**config.mk**
```make
export PLATFORM = sky130hd
export DESIGN_NAME = led_strip_driver
export DESIGN_NICKNAME = d
export VERILOG_FILES = /design/src/rtl/led_pkg.sv /design/src/rtl/led_bin_expander.sv /design/src/rtl/led_strip_driver.sv
export SDC_FILE = /design/constraint.sdc
export NUM_CORES = 1
export LEC_CHECK = 0
export ABC_AREA = 1
export CAP_MARGIN = 40
export CORE_ASPECT_RATIO = 0.9
export CORE_MARGIN = 2
export CORE_UTILIZATION = 48
export DETAILED_ROUTE_END_ITERATION = 10
export PLACE_DENSITY = 0.76
export SYNTH_ARGS = -nofsm -noshare
export SYNTH_HDL_FRONTEND = slang
export SYNTH_HIERARCHICAL = 1
export SYNTH_SLANG_ARGS = --single-unit
```
**constraint.sdc**
```tcl
create_clock -name clk -period 8 [get_ports clk]
set_clock_uncertainty 0.05 [all_clocks]
set_input_delay 1.6 -clock clk [delete_from_list [all_inputs] [get_ports clk]]
set_output_delay 1.6 -clock clk [all_outputs]
set_load 0.005 [all_outputs]
```
**src/rtl/led_pkg.sv**
```systemverilog
// Shared types and helpers for the clocked two-wire LED strip driver.
package led_pkg;

    typedef enum logic [2:0] {
        ST_RSTLATCH,
        ST_IDLE,
        ST_FETCH,
        ST_SHIFT,
        ST_LATCH
    } state_t;

    localparam int CHANNELS = 3;
    localparam int MAX_CH_W = 16;

    // (c * (bright + 1)) >> 8, kept to ch_w bits; bright = 255 is identity.
    function automatic logic [MAX_CH_W-1:0] scale_channel(
        input int                  ch_w,
        input logic [MAX_CH_W-1:0] c,
        input logic [7:0]          bright
    );
        logic [MAX_CH_W+8:0] prod;
        logic [MAX_CH_W-1:0] mask;
        prod = {9'd0, c} * ({{MAX_CH_W{1'b0}}, 1'b0, bright} + {{(MAX_CH_W+8){1'b0}}, 1'b1});
        mask = MAX_CH_W'((32'd1 << ch_w) - 32'd1);
        return prod[MAX_CH_W+7:8] & mask;
    endfunction

endpackage

```
**src/rtl/led_bin_expander.sv**
```systemverilog
// Expands per-bin colours and counts into a per-pixel colour stream:
// skips empty bins, holds the last colour once counts run out.
module led_bin_expander
    import led_pkg::*;
#(
    parameter int LEDS    = 50,
    parameter int BIN_QTY = 12,
    parameter int CH_W    = 8
) (
    input  logic                                 clk,
    input  logic                                 rst,
    input  logic                                 load,
    input  logic                                 advance,
    input  logic [BIN_QTY*CHANNELS*CH_W-1:0]     rgb,
    input  logic [BIN_QTY*$clog2(LEDS+1)-1:0]    led_counts,
    output logic [CHANNELS*CH_W-1:0]             pixel
);

    localparam int PIX_W = CHANNELS * CH_W;
    localparam int CNT_W = $clog2(LEDS + 1);
    localparam int BIN_W = (BIN_QTY > 1) ? $clog2(BIN_QTY) : 1;

    logic [CNT_W-1:0] remaining [BIN_QTY];
    logic [PIX_W-1:0] colour    [BIN_QTY];
    logic [PIX_W-1:0] last_colour;
    logic [BIN_W-1:0] ptr;
    logic [BIN_W-1:0] cur_bin;
    logic             found;

    // Lowest bin at or after ptr that still has pixels to give.
    always_comb begin
        found   = 1'b0;
        cur_bin = '0;
        for (int i = BIN_QTY - 1; i >= 0; i--) begin
            if (i >= int'(ptr) && remaining[i] != '0) begin
                found   = 1'b1;
                cur_bin = BIN_W'(i);
            end
        end
    end

    assign pixel = found ? colour[cur_bin] : last_colour;

    always_ff @(posedge clk) begin
        if (rst) begin
            ptr         <= '0;
            last_colour <= '0;
            for (int i = 0; i < BIN_QTY; i++) begin
                remaining[i] <= '0;
                colour[i]    <= '0;
            end
        end else if (load) begin
            ptr         <= '0;
            last_colour <= '0;
            for (int i = 0; i < BIN_QTY; i++) begin
                remaining[i] <= led_counts[i*CNT_W +: CNT_W];
                colour[i]    <= rgb[i*PIX_W +: PIX_W];
            end
        end else if (advance && found) begin
            remaining[cur_bin] <= remaining[cur_bin] - CNT_W'(1);
            ptr                <= cur_bin;
            last_colour        <= colour[cur_bin];
        end
    end

endmodule

```
**src/rtl/led_strip_driver.sv**
```systemverilog
// Frame serialiser for WS2801-class strips: bin expansion, MSB-first shift, latch gap.
// Define LED_BRIGHT_EN to scale every channel by the captured global brightness.
module led_strip_driver
    import led_pkg::*;
#(
    parameter int LEDS         = 50,
    parameter int BIN_QTY      = 12,
    parameter int CH_W         = 8,
    parameter int CLK_DIV      = 2,
    parameter int LATCH_CYCLES = 6250
) (
    input  logic                               clk,
    input  logic                               rst,
    input  logic                               start,
    input  logic [BIN_QTY*3*CH_W-1:0]          rgb,
    input  logic [BIN_QTY*$clog2(LEDS+1)-1:0]  led_counts,
    input  logic [7:0]                         bright,
    output logic                               sclk,
    output logic                               sdata,
    output logic                               busy,
    output logic                               done
);

    localparam int PIX_W     = CHANNELS * CH_W;
    localparam int PIX_CNT_W = (LEDS > 1) ? $clog2(LEDS) : 1;
    localparam int BIT_W     = $clog2(PIX_W);
    localparam int DIV_W     = (CLK_DIV > 1) ? $clog2(CLK_DIV) : 1;
    localparam int LAT_W     = (LATCH_CYCLES > 0) ? $clog2(LATCH_CYCLES + 1) : 1;

    state_t               state;
    state_t               next_state;
    logic [PIX_CNT_W-1:0] pix_cnt;
    logic [BIT_W-1:0]     bit_cnt;
    logic [DIV_W-1:0]     div_cnt;
    logic                 phase;
    logic [LAT_W-1:0]     lat_cnt;
    logic [PIX_W-1:0]     shreg;
    logic [PIX_W-1:0]     pixel;
    logic [PIX_W-1:0]     fetch_colour;
    logic                 half_end;
    logic                 pixel_end;
    logic                 lat_end;
    logic                 load;
    logic                 sclk_d;
    logic                 sdata_d;
    logic                 busy_d;
    logic                 done_d;

    assign load      = (state == ST_IDLE) && start;
    assign half_end  = (div_cnt == DIV_W'(CLK_DIV - 1));
    assign pixel_end = (state == ST_SHIFT) && phase && half_end && (bit_cnt == BIT_W'(PIX_W - 1));
    assign lat_end   = (lat_cnt == LAT_W'(LATCH_CYCLES));

    led_bin_expander #(
        .LEDS    (LEDS),
        .BIN_QTY (BIN_QTY),
        .CH_W    (CH_W)
    ) u_expander (
        .clk        (clk),
        .rst        (rst),
        .load       (load),
        .advance    (state == ST_FETCH),
        .rgb        (rgb),
        .led_counts (led_counts),
        .pixel      (pixel)
    );

`ifdef LED_BRIGHT_EN
    logic [7:0] bright_r;

    always_ff @(posedge clk) begin
        if (rst)       bright_r <= '0;
        else if (load) bright_r <= bright;
    end

    always_comb begin
        fetch_colour = '0;
        for (int c = 0; c < CHANNELS; c++) begin
            fetch_colour[c*CH_W +: CH_W] =
                CH_W'(scale_channel(CH_W, MAX_CH_W'(pixel[c*CH_W +: CH_W]), bright_r));
        end
    end
`else
    logic unused_bright;
    assign unused_bright = ^bright;
    assign fetch_colour  = pixel;
`endif

    always_ff @(posedge clk) begin
        if (rst) state <= ST_RSTLATCH;
        else     state <= next_state;
    end

    always_comb begin
        next_state = state;
        case (state)
            ST_RSTLATCH: if (lat_end) next_state = ST_IDLE;
            ST_IDLE:     if (start)   next_state = ST_FETCH;
            ST_FETCH:    next_state = ST_SHIFT;
            ST_SHIFT:    if (pixel_end)
                             next_state = (pix_cnt == PIX_CNT_W'(LEDS - 1)) ? ST_LATCH : ST_FETCH;
            ST_LATCH:    if (lat_end) next_state = ST_IDLE;
            default:     next_state = ST_RSTLATCH;
        endcase
    end

    // Pins are registered one cycle behind the state, so the latch state runs
    // LATCH_CYCLES+1 cycles to give LATCH_CYCLES low cycles on the pins.
    always_comb begin
        sclk_d  = (state == ST_SHIFT) && phase;
        sdata_d = 1'b0;
        if (state == ST_SHIFT)      sdata_d = shreg[PIX_W-1];
        else if (state == ST_FETCH) sdata_d = sdata;
        busy_d  = (next_state != ST_IDLE);
        done_d  = (state == ST_LATCH) && (next_state == ST_IDLE);
    end

    always_ff @(posedge clk) begin
        if (rst) begin
            pix_cnt <= '0;
            bit_cnt <= '0;
            div_cnt <= '0;
            phase   <= 1'b0;
            lat_cnt <= '0;
            shreg   <= '0;
            sclk    <= 1'b0;
            sdata   <= 1'b0;
            busy    <= 1'b0;
            done    <= 1'b0;
        end else begin
            sclk  <= sclk_d;
            sdata <= sdata_d;
            busy  <= busy_d;
            done  <= done_d;
            if ((state == ST_RSTLATCH || state == ST_LATCH) && next_state == state)
                lat_cnt <= lat_cnt + LAT_W'(1);
            else
                lat_cnt <= '0;
            case (state)
                ST_IDLE: if (start) pix_cnt <= '0;
                ST_FETCH: begin
                    shreg   <= fetch_colour;
                    bit_cnt <= '0;
                    div_cnt <= '0;
                    phase   <= 1'b0;
                end
                ST_SHIFT: begin
                    if (!half_end) begin
                        div_cnt <= div_cnt + DIV_W'(1);
                    end else begin
                        div_cnt <= '0;
                        if (!phase) begin
                            phase <= 1'b1;
                        end else begin
                            phase <= 1'b0;
                            shreg <= shreg << 1;
                            if (bit_cnt != BIT_W'(PIX_W - 1))
                                bit_cnt <= bit_cnt + BIT_W'(1);
                            else if (pix_cnt != PIX_CNT_W'(LEDS - 1))
                                pix_cnt <= pix_cnt + PIX_CNT_W'(1);
                        end
                    end
                end
                default: ;
            endcase
        end
    end

endmodule
```
==> results of run 1 <==
-- final timing paths --
path / endpoint / cells past startpoint / from / slack (ns)
setup / recovery: u_expander/remaining[1][3] / 12 / u_expander/ptr[3] / 2.81
hold / removal: lat_cnt[0] / 1 / lat_cnt[0] / 0.41
setup reg to reg: u_expander/remaining[1][3] / 12 / u_expander/ptr[3] / 2.81
hold reg to reg: lat_cnt[0] / 1 / lat_cnt[0] / 0.41
-- layer usage --
metal,GRT usage [%],up-vias,wire length [um]
met3,3.60,98,4920
met2,45.7,814,30700
met1,33.3,8362,24800
li1,-,8700,-
met4,8.92,0,1690
met5,0,-,0
-- cell families (layout without fill, tap and decap cells) --
family / count (synthesis) / count (layout)
and+or+nand+nor: 1251 / 1251
buffers and inverters: 541 / 890
DFF: 445 / 445
AOI/OAI and AO/OA: 253 / 253
muxes: 24 / 24
xor gates and xnor gates: 19 / 19
adders and majority gates: 6 / 6
-- power by group --
group	total (mW)	leakage (nW)	switching, mW	internal [mW]
Clock	2.14	0.723	0.918	1.23
Combinational	0.413	6.69	0.204	0.209
Sequential	2.60	4.39	0.0271	2.57
Total	5.16	11.8	1.15	4.01
-- cell type report --
class / instances / area [sq um] / area share [%]
Inverter: 416 / 1570 / 5.71
Clock buffer: 56 / 1220 / 4.46
Sequential cell: 445 / 12500 / 45.6
Tap cell: 600 / 751 / 2.74
Timing Repair Buffer: 390 / 3970 / 14.5
Multi-Input combinational cell: 1553 / 7140 / 26.0
Clock inverter: 28 / 282 / 1.03
-- metrics by stage --
stage | total power [mW] | cell area, sq um
5_1_grt | 5.31 | 27400
4_1_cts | 5.19 | 27400
3_5_place_dp | 3.06 | 25900
3_3_place_gp | 3.05 | 25800
6_report | 5.16 | 27400
2_1_floorplan | 2.81 | 21800
-- layout by cell type, fill, tap and decap left out, drive strengths merged --
cell,synthesis,final
nor3,6,6
a31oi,23,23
o211ai,3,3
nand3,123,123
buf,42,25
dfxtp,85,85
clkinv,1,18
nand2,621,621
a211oi,2,2
nand4,51,51
xnor2,5,5
a21boi,2,2
bufinv,0,4
inv,415,417
clkinvlp,0,5
clkbuf,83,56
nand3b,9,9
nor2,437,437
clkdlybuf4s50,0,365
a21oi,17,17
a22oi,2,2
edfxtp,360,360
o31ai,3,3
nor4,4,4
ha,6,6
o21ai,201,201
mux2,24,24
xor2,14,14
-- registers in the layout, summed over array words and instances, names as in the netlist, 3 cells and up --
register                count
u_expander/colour         288
u_expander/remaining       72
shreg                      24
u_expander/last_colour     24
lat_cnt                    13
pix_cnt                     6
bit_cnt                     5
u_expander/ptr              4
state                       3
-- worst register-to-register path: stages (launching register included) --
cell     delay [ns]
dfxtp_1        0.35
nor2_1         0.26
nand3_1        0.63
nand2_1        0.35
nor2_1         0.12
nand3_2        0.52
nand2_1        0.56
buf_8          0.32
inv_1          0.65
nand3_1        0.43
nor2_1         0.31
inv_1          0.13
nand2_1        0.22
==> impl_metrics.csv, run 1 <==
group,metric,value,unit
synthesis,yosys_warnings,6,
timing,finalSetupTns,0,ns
synthesis,yosysTopAreaCellShare,49.7,%
global_routing,grt_max_degree,108,
routing,wirelength,62.1,mm
timing,finalWorstSetupSlack,2.81,ns
synthesis,yosysMostFrequentCell,"nand2_1",
timing,finalCritPeriodShare,64.8,%
global_routing,grt_overflow_total,0,
pwr,power_density,188,nW/um^2
synthesis,avgSynthCellArea,8.57,sq um
critical_path,crit_path_end_kind,"register",
clocking,cts_root_buf,"clkbuf_16",
synthesis,ys_seq_area_share,57.5,%
synthesis,syn_nets,2916,
timing,fmax,193,MHz
global_routing,grt_pass1_vias,17478,
cells_and_area,antennaDiodeCount,0,
floorplan,coreArea,44500,sq um
routing,drcViolationCount,0,
routing,drtIter0Drc,1903,
floorplan,fp-row-count,73,
cells_and_area,area_growth,26.2,%
floorplan,ios,375,
synthesis,syn-instance-count,2539,
synthesis,yosys.area_share.simple,24.0,%
synthesis,ys_types,44,
routing,ant_nets,0,
synthesis,synth_top_family_by_area,"simple AND/OR/NAND/NOR gates",
timing,maxSlewHeadroom,37.2,%
synthesis,synth_common_cells,"608 x nand2_1, 422 x nor2_1, 405 x inv_1, 360 x edfxtp_1, 183 x o21ai_0",
routing,firstDrtPassIters,5,
floorplan,start_util,48.9,%
synthesis,async_flop_share,0,%
cells_and_area,fin_nets,3229,
clocking,post_cts_buffers,0,
clocking,cts_tree,"done",
global_routing,grt_util_all_layers,26.0,%
clocking,clk_path_buf_depth,3,
critical_path,cp_max_fo,29,
placement,dp_hpwl,43.4,mm
timing,report.final.slew_viol_count,0,
min_path,hold_path.class,"reg -> reg",
critical_path,path_class,"reg -> reg",
clocking,cts_hold_buf,0,
synthesis,yosysTopAreaCell,"edfxtp_1",
status,status,"complete, no violations",
clocking,clk_latency,0.59,ns
clocking,cts_buffers,46,
critical_path,slowest_stage,"inv_1",
synthesis,synthXorXnorAreaFrac,0.799,%
clocking,path_clk_slew,0.06,ns
critical_path,critPathRequiredTime,8.23,ns
critical_path,crit_family,"simple AND/OR/NAND/NOR gates",
placement,post-place-ws,2.35,ns
placement,gp_congestion,0.926,
routing,avgViaCountPerCell,5.15,
critical_path,crit_buf_inv,3,
synthesis,yosys.area_share.adder,0.345,%
cells_and_area,fillers,3691,
global_routing,antenna_found_initial,1,
critical_path,arrival,5.42,ns
cells_and_area,layout-drive-gt1-share,6.06,%
clocking,cts_resized,0,
pwr,peakVddDrop,0.000161,V
clocking,clock-sinks,445,
global_routing,grt_pass1_wl,94.4,mm
cells_and_area,final_util,61.7,%
synthesis,yosys-top-cells-area,"edfxtp_1 50%, nand2_1 10%, dfxtp_1 7.8%",
floorplan,die_y,206,um
timing,timing.hold.ws,0.412,ns
placement,io_buffers,366,
synthesis,synth_edf_count,360,
clocking,cts-htree-levels,2,
timing,finalSetupViolations,0,
synthesis,synthMuxAreaShare,1.24,%
placement,dp_cells,3403,
synthesis,ys_ff_latch,445,
floorplan,dieArea,47000,sq um
synthesis,synth_compound_area_share,6.22,%
routing,wl_per_cell,17.8,um
routing,vias,17974,
critical_path,cpPeakStageDelay,0.64,ns
floorplan,die_x,228,um
timing,hold_viol,0,
timing,grt_setup_unrepaired,"false",
timing,layout_min_cycle_time,5.19,ns
synthesis,mappedNetlistArea,21800,sq um
critical_path,setup.worst_path.start_class,"register",
critical_path,crit_path_cell_trace,"nor2_1 > nand3_1 > nand2_1 > nor2_1 > nand3_2 > nand2_1 > buf_8 > inv_1 > nand3_1 > nor2_1 > inv_1 > nand2_1",
synthesis,dominantRegCellSynth,"edfxtp_1",
flow_run,drv_cap,0,
cells_and_area,fin_cells,3488,
pwr,p_leak,11.8,nW
timing,tightest_slew,0.942,ns
Note: power is estimated with default switching activity, not from simulation.
==> run 2: changes to the inputs <==
==> constraint.sdc (replaced) <==
create_clock -name clk -period 4.75 [get_ports clk]
set_clock_uncertainty 0.05 [all_clocks]
set_input_delay 0.95 -clock clk [delete_from_list [all_inputs] [get_ports clk]]
set_output_delay 0.95 -clock clk [all_outputs]
set_load 0.005 [all_outputs]
==> impl_metrics.csv, run 2 (synthesized netlist as in run 1, its figures left out) <==
group,metric,value,unit
status,status,"complete, no violations",
routing,avgViaCountPerCell,5.13,
global_routing,grt_use_met3,3.64,%
critical_path,crit_family,"simple AND/OR/NAND/NOR gates",
global_routing,grt_overflow_total,0,
routing,drcViolationCount,0,
timing,maxSlewHeadroom,27.5,%
cells_and_area,largest_reg_flops,288,
floorplan,coreArea,44500,sq um
min_path,hold_end,"lat_cnt[0]",
global_routing,grt_max_degree,241,
critical_path,cpMostUsedCell,"nand2_1",
floorplan,die_x,228,um
floorplan,fp-row-count,73,
clocking,cts_tree,"done",
pwr,intPower,6.71,mW
critical_path,crit_buf_inv,1,
pwr,pwr-share-clk,41.2,%
clocking,cts_hold_buf,0,
critical_path,r2r_slack,0.81,ns
critical_path,slowest_stage,"buf_4",
min_path,hold_depth,1,
cells_and_area,fin_cells,3499,
placement,io_buffers,366,
global_routing,grt-busiest-layer,"met2",
routing,firstDrtPassIters,6,
critical_path,setup.worst_path.start_class,"register",
timing,finalCritPeriodShare,83.0,%
critical_path,rr_endpoint,"shreg[6]",
critical_path,cpPeakStageDelay,0.53,ns
timing,report.final.slew_viol_count,0,
routing,wl_per_cell,17.6,um
clocking,cts_root_buf,"clkbuf_16",
placement,dp_cells,3414,
global_routing,grt_pass1_wl,93.9,mm
critical_path,crit_path_end_kind,"register",
pwr,power_switching,1.93,mW
global_routing,antenna_found_initial,2,
clocking,clk_latency,0.60,ns
cells_and_area,layout-drive-gt1-share,6.31,%
global_routing,use_met2,45.0,%
clocking,cts_buffers,47,
critical_path,worstReg2RegStart,"u_expander/remaining[10][1]",
cells_and_area,multiInputGateArea,7150,sq um
routing,wirelength,61.7,mm
cells_and_area,area_growth,26.3,%
clocking,cts-htree-levels,2,
pwr,peakVddDrop,0.000227,V
pwr,pwr-share-seq,50.7,%
cells_and_area,fin_area,27500,sq um
timing,grt_setup_unrepaired,"false",
clocking,path_clk_slew,0.06,ns
clocking,clock-sinks,445,
cells_and_area,register_area,12500,sq um
pwr,p_leak,11.8,nW
critical_path,r2r_cells,23,
cells_and_area,fin_nets,3240,
critical_path,cp_max_fo,42,
pwr,combPwrFrac,8.1,%
critical_path,crit_path_cell_trace,"nor2_1 > nand3_1 > nand2_1 > nand2_1 > nand2_1 > nand2_1 > nand2_1 > nand2_1 > nand2_1 > nand2_2 > nand2_4 > nand2_4 > nand2_8 > nand2_8 > nor2_4 > buf_4 > nand2_1 > nand4_1 > nand2_1 > nand3_1 > mux2_2 > nand2_1 > a31oi_1",
clocking,cts_resized,0,
pwr,power.share.switching,22.3,%
timing,finalWorstSetupSlack,0.807,ns
pwr,power_density,314,nW/um^2
timing,finalSetupViolations,0,
critical_path,path_class,"reg -> reg",
timing,fmax,254,MHz
floorplan,start_util,48.9,%
cells_and_area,mostFrequentLayoutCells,"606 x nand2_1, 419 x nor2_1, 403 x inv_1, 365 x clkdlybuf4s50_1, 360 x edfxtp_1",
floorplan,ios,375,
min_path,hold_path.class,"reg -> reg",
critical_path,critPathRequiredTime,5.22,ns
cells_and_area,mostFrequentLayoutCell,"nand2_1",
critical_path,arrival,4.42,ns
routing,drtIter0Drc,1567,
floorplan,dieArea,47000,sq um
timing,layout_min_cycle_time,3.94,ns
global_routing,grt_pass1_vias,17529,
placement,place_area,26000,sq um
flow_run,drv_cap,0,
global_routing,grt.met1_usage,33.1,%
routing,ant_nets,0,
floorplan,die_y,206,um
cells_and_area,top_register,"u_expander/colour",
min_path,min_from,"lat_cnt[0]",
global_routing,grt_util_all_layers,25.8,%
placement,dp_hpwl,43.3,mm
placement,post-place-ws,0.847,ns
timing,hold_viol,0,
clocking,post_cts_buffers,0,
timing,tightest_slew,1.09,ns
clocking,clk_path_buf_depth,3,
routing,vias,17967,
cells_and_area,fillers,3744,
placement,gp_congestion,0.891,
pwr,power.total,8.64,mW
cells_and_area,reg_top3,"u_expander/colour (288), u_expander/remaining (72)",
[run 2: layout make-up]
type | instances | area share, %
clock buffers | 56 | 4.48
multi-input cells | 1553 | 26.0
repair buffers | 400 | 14.6
inverters | 416 | 5.72
well taps | 600 | 2.73
clock inverters | 28 | 0.888
flip-flops and latches | 445 | 45.5
diodes | 1 | 0.00911
[run 2: layer usage]
layer | part of all wire, % | routed length (um)
met1 | 42 | 25600
met2 | 49 | 30300
met3 | 6.4 | 3970
met4 | 2.9 | 1790
met5 | 0.044 | 27
[run 2: worst register-to-register path, stage by stage, from the launching register on]
cell and delay [ns]:
edfxtp_1 0.39, nor2_1 0.13, nand3_1 0.14, nand2_1 0.11, nand2_1 0.05, nand2_1 0.05
nand2_1 0.05, nand2_1 0.06, nand2_1 0.05, nand2_1 0.07, nand2_2 0.07, nand2_4 0.22
nand2_4 0.21, nand2_8 0.16, nand2_8 0.12, nor2_4 0.35, buf_4 0.54, nand2_1 0.14
nand4_1 0.14, nand2_1 0.13, nand3_1 0.20, mux2_2 0.19, nand2_1 0.05, a31oi_1 0.19
[run 2: how the worst max path moves through the flow]
stage | start | endpoint | slack (ns) | cells after the start
floorplan | start | u_expander/colour[0][0] | -1.34 | 5
global placement | u_expander/remaining[0][3] | u_expander/remaining[5][4] | 0.89 | 21
detailed placement | u_expander/remaining[7][3] | shreg[12] | 0.85 | 20
CTS | u_expander/remaining[7][0] | shreg[12] | 0.82 | 20
global route | u_expander/remaining[10][1] | u_expander/remaining[4][4] | 0.45 | 29
finish | u_expander/remaining[10][1] | shreg[6] | 0.81 | 23
[run 2: through the flow]
stage               setup TNS, ns  hold WS (ns)  util (%)
global placement                0         0.390      58.3
floorplan                 -387.77         0.380         -
detailed placement              0         0.404      58.4
global route                    0         0.433      61.7
CTS                             0         0.419      61.7
finish                          0         0.418      61.8
[run 2: power groups by stage]
stage / registers (mW) / logic (mW) / clock network, mW
3_5_place_dp: 4.46 / 0.694 / 0
3_3_place_gp: 4.46 / 0.688 / 0
4_1_cts: 4.38 / 0.698 / 3.61
2_1_floorplan: 4.47 / 0.261 / 0
5_1_grt: 4.39 / 0.751 / 3.75
6_report: 4.38 / 0.697 / 3.56
==> run 3: changes to the inputs <==
==> constraint.sdc (replaced) <==
create_clock -name clk -period 3.5 [get_ports clk]
set_clock_uncertainty 0.05 [all_clocks]
set_input_delay 0.7 -clock clk [delete_from_list [all_inputs] [get_ports clk]]
set_output_delay 0.7 -clock clk [all_outputs]
set_load 0.005 [all_outputs]
==> impl_metrics.csv, run 3 (synthesized netlist as in run 1, its figures left out) <==
group,metric,value,unit
status,status,"complete, no violations",
clocking,clk_latency,0.60,ns
timing,tightest_slew,0.821,ns
critical_path,path_class,"reg -> reg",
clocking,cts_buffers,46,
clocking,cts-htree-levels,2,
global_routing,grt_util_all_layers,25.8,%
global_routing,grt_use_met3,3.48,%
clocking,path_clk_slew,0.06,ns
placement,dp_hpwl,43.8,mm
pwr,power_density,418,nW/um^2
routing,wirelength,62.1,mm
timing,fmax,298,MHz
global_routing,grt.met1_usage,33.9,%
floorplan,fp-row-count,73,
min_path,hold_depth,2,
critical_path,critPathRequiredTime,3.77,ns
pwr,combPwrFrac,8.5,%
timing,finalSetupViolations,0,
critical_path,worstReg2RegStart,"u_expander/remaining[3][4]",
cells_and_area,top_register,"u_expander/colour",
min_path,hold_path.class,"reg -> reg",
critical_path,cp-startpoint,"u_expander/remaining[3][4]",
cells_and_area,mostFrequentLayoutCells,"602 x nand2_1, 417 x nor2_1, 402 x inv_1, 365 x clkdlybuf4s50_1, 360 x edfxtp_1",
cells_and_area,fillers,3646,
pwr,power_switching,2.61,mW
routing,ant_nets,0,
floorplan,ios,375,
global_routing,antenna_found_initial,2,
cells_and_area,layout-drive-gt1-share,7.78,%
floorplan,coreArea,44500,sq um
pwr,intPower,9.04,mW
clocking,cts_root_buf,"clkbuf_16",
timing,finalCritPeriodShare,95.8,%
critical_path,arrival,3.62,ns
timing,hold_viol,0,
min_path,min_from,"shreg[19]",
pwr,p_leak,12.0,nW
global_routing,grt-busiest-layer,"met2",
global_routing,grt_overflow_total,0,
routing,drcViolationCount,0,
critical_path,cp_max_fo,29,
critical_path,crit_path_end_kind,"register",
pwr,peakVddDrop,0.000363,V
floorplan,dieArea,47000,sq um
routing,drtIter0Drc,1759,
timing,layout_min_cycle_time,3.35,ns
routing,vias,18333,
pwr,power.share.switching,22.4,%
timing,timing.hold.ws,0.411,ns
global_routing,grt_pass1_wl,94.3,mm
floorplan,start_util,48.9,%
cells_and_area,reg_top3,"u_expander/colour (288), u_expander/remaining (72)",
global_routing,use_met2,44.4,%
flow_run,drv_cap,0,
critical_path,setup.worst_path.start_class,"register",
routing,avgViaCountPerCell,5.19,
pwr,pwr-share-seq,51.0,%
global_routing,grt_pass1_vias,17577,
cells_and_area,mostFrequentLayoutCell,"nand2_1",
critical_path,r2r_cells,20,
pwr,pwr-share-clk,40.5,%
global_routing,grt_max_degree,139,
placement,io_buffers,366,
cells_and_area,largest_reg_flops,288,
routing,wl_per_cell,17.6,um
cells_and_area,fin_area,27800,sq um
timing,maxSlewHeadroom,45.3,%
cells_and_area,fin_nets,3271,
clocking,clk_path_buf_depth,3,
floorplan,die_x,228,um
floorplan,die_y,206,um
timing,finalWorstSetupSlack,0.147,ns
placement,place_area,26300,sq um
placement,post-place-ws,-0.0689,ns
clocking,cts_hold_buf,0,
timing,report.final.slew_viol_count,0,
clocking,cts_tree,"done",
clocking,clock-sinks,445,
cells_and_area,area_growth,28.0,%
cells_and_area,antennaDiodeCount,0,
placement,gp_congestion,0.916,
routing,firstDrtPassIters,5,
==> run 3: cell types whose count changed in the layout (fill, tap and decap cells not counted), sizes merged <==
cell	before	now
bufinv	3	2
clkbuf	56	59
clkinv	22	17
diode	1	0
buf	35	67
inv	415	416
clkinvlp	4	6
==> run 3: final cells by class <==
cell class	instances	area (sq um)	area share (%)
Timing Repair Buffer	432	4370	15.7
Inverter	416	1580	5.66
Clock buffer	59	1220	4.39
Clock inverter	25	221	0.795
Sequential cell	445	12500	44.9
Tap cell	600	751	2.70
Multi-Input combinational cell	1553	7190	25.8
==> run 3: metal layers <==
layer | wire length [um] | part of all wire (%)
met1 | 25400 | 41
met5 | 26 | 0.042
met4 | 1770 | 2.8
met3 | 4510 | 7.3
met2 | 30500 | 49
==> run 3: per-stage QoR <==
step	instances	total power, mW	util, %	TNS (ns)
after floorplan	2539	6.42	-	-678.77
after global placement	3439	7.02	59.1	-0.169
after detailed placement	3441	7.03	59.2	-0.165
after CTS	3525	11.7	62.4	0
after global routing	3530	12.0	62.6	-0.0674
final	3530	11.7	62.6	0
==> run 3: worst max-delay path: stages, from the launching register on <==
cell and delay, ns:
edfxtp_1 0.41, nor4_2 0.30, nand2_1 0.20, nand2_2 0.15, nand2_2 0.09, inv_2 0.07, a21oi_4 0.05, buf_4 0.15
buf_12 0.16, nand4_1 0.09, nand2_1 0.10, nand3b_1 0.17, nand2_1 0.09, nand3_1 0.10, buf_4 0.15, nor2_2 0.18
nand2_1 0.07, nand2_1 0.08, nand2_2 0.24, nand2_1 0.14, nand2_1 0.06
==> run 3: power groups by stage <==
| stage | logic, mW | clock network (mW) | registers [mW] |
|---|---|---|---|
| 2_1_floorplan | 0.355 | 0 | 6.06 |
| 3_3_place_gp | 0.971 | 0 | 6.05 |
| 3_5_place_dp | 0.979 | 0 | 6.05 |
| 4_1_cts | 0.985 | 4.79 | 5.94 |
| 5_1_grt | 1.07 | 5.00 | 5.96 |
| 6_report | 0.990 | 4.72 | 5.95 |
==> run 3: final timing paths <==
kind / endpoint / slack, ns
min reg2reg: shreg[20] / 0.41
max: u_expander/remaining[2][3] / 0.15
max reg2reg: u_expander/remaining[2][3] / 0.15
min: shreg[20] / 0.41
==> run 3: repair_timing <==
| item | 4_1_cts | 5_1_grt |
|---|---|---|
| endpoints found under the hold margin | 0 | 0 |
| buffers inserted | 0 | 5 |
| pin swaps | 0 | 5 |
| gates resized for setup | 2 | 18 |
| endpoints found under the setup margin | 6 | 66 |
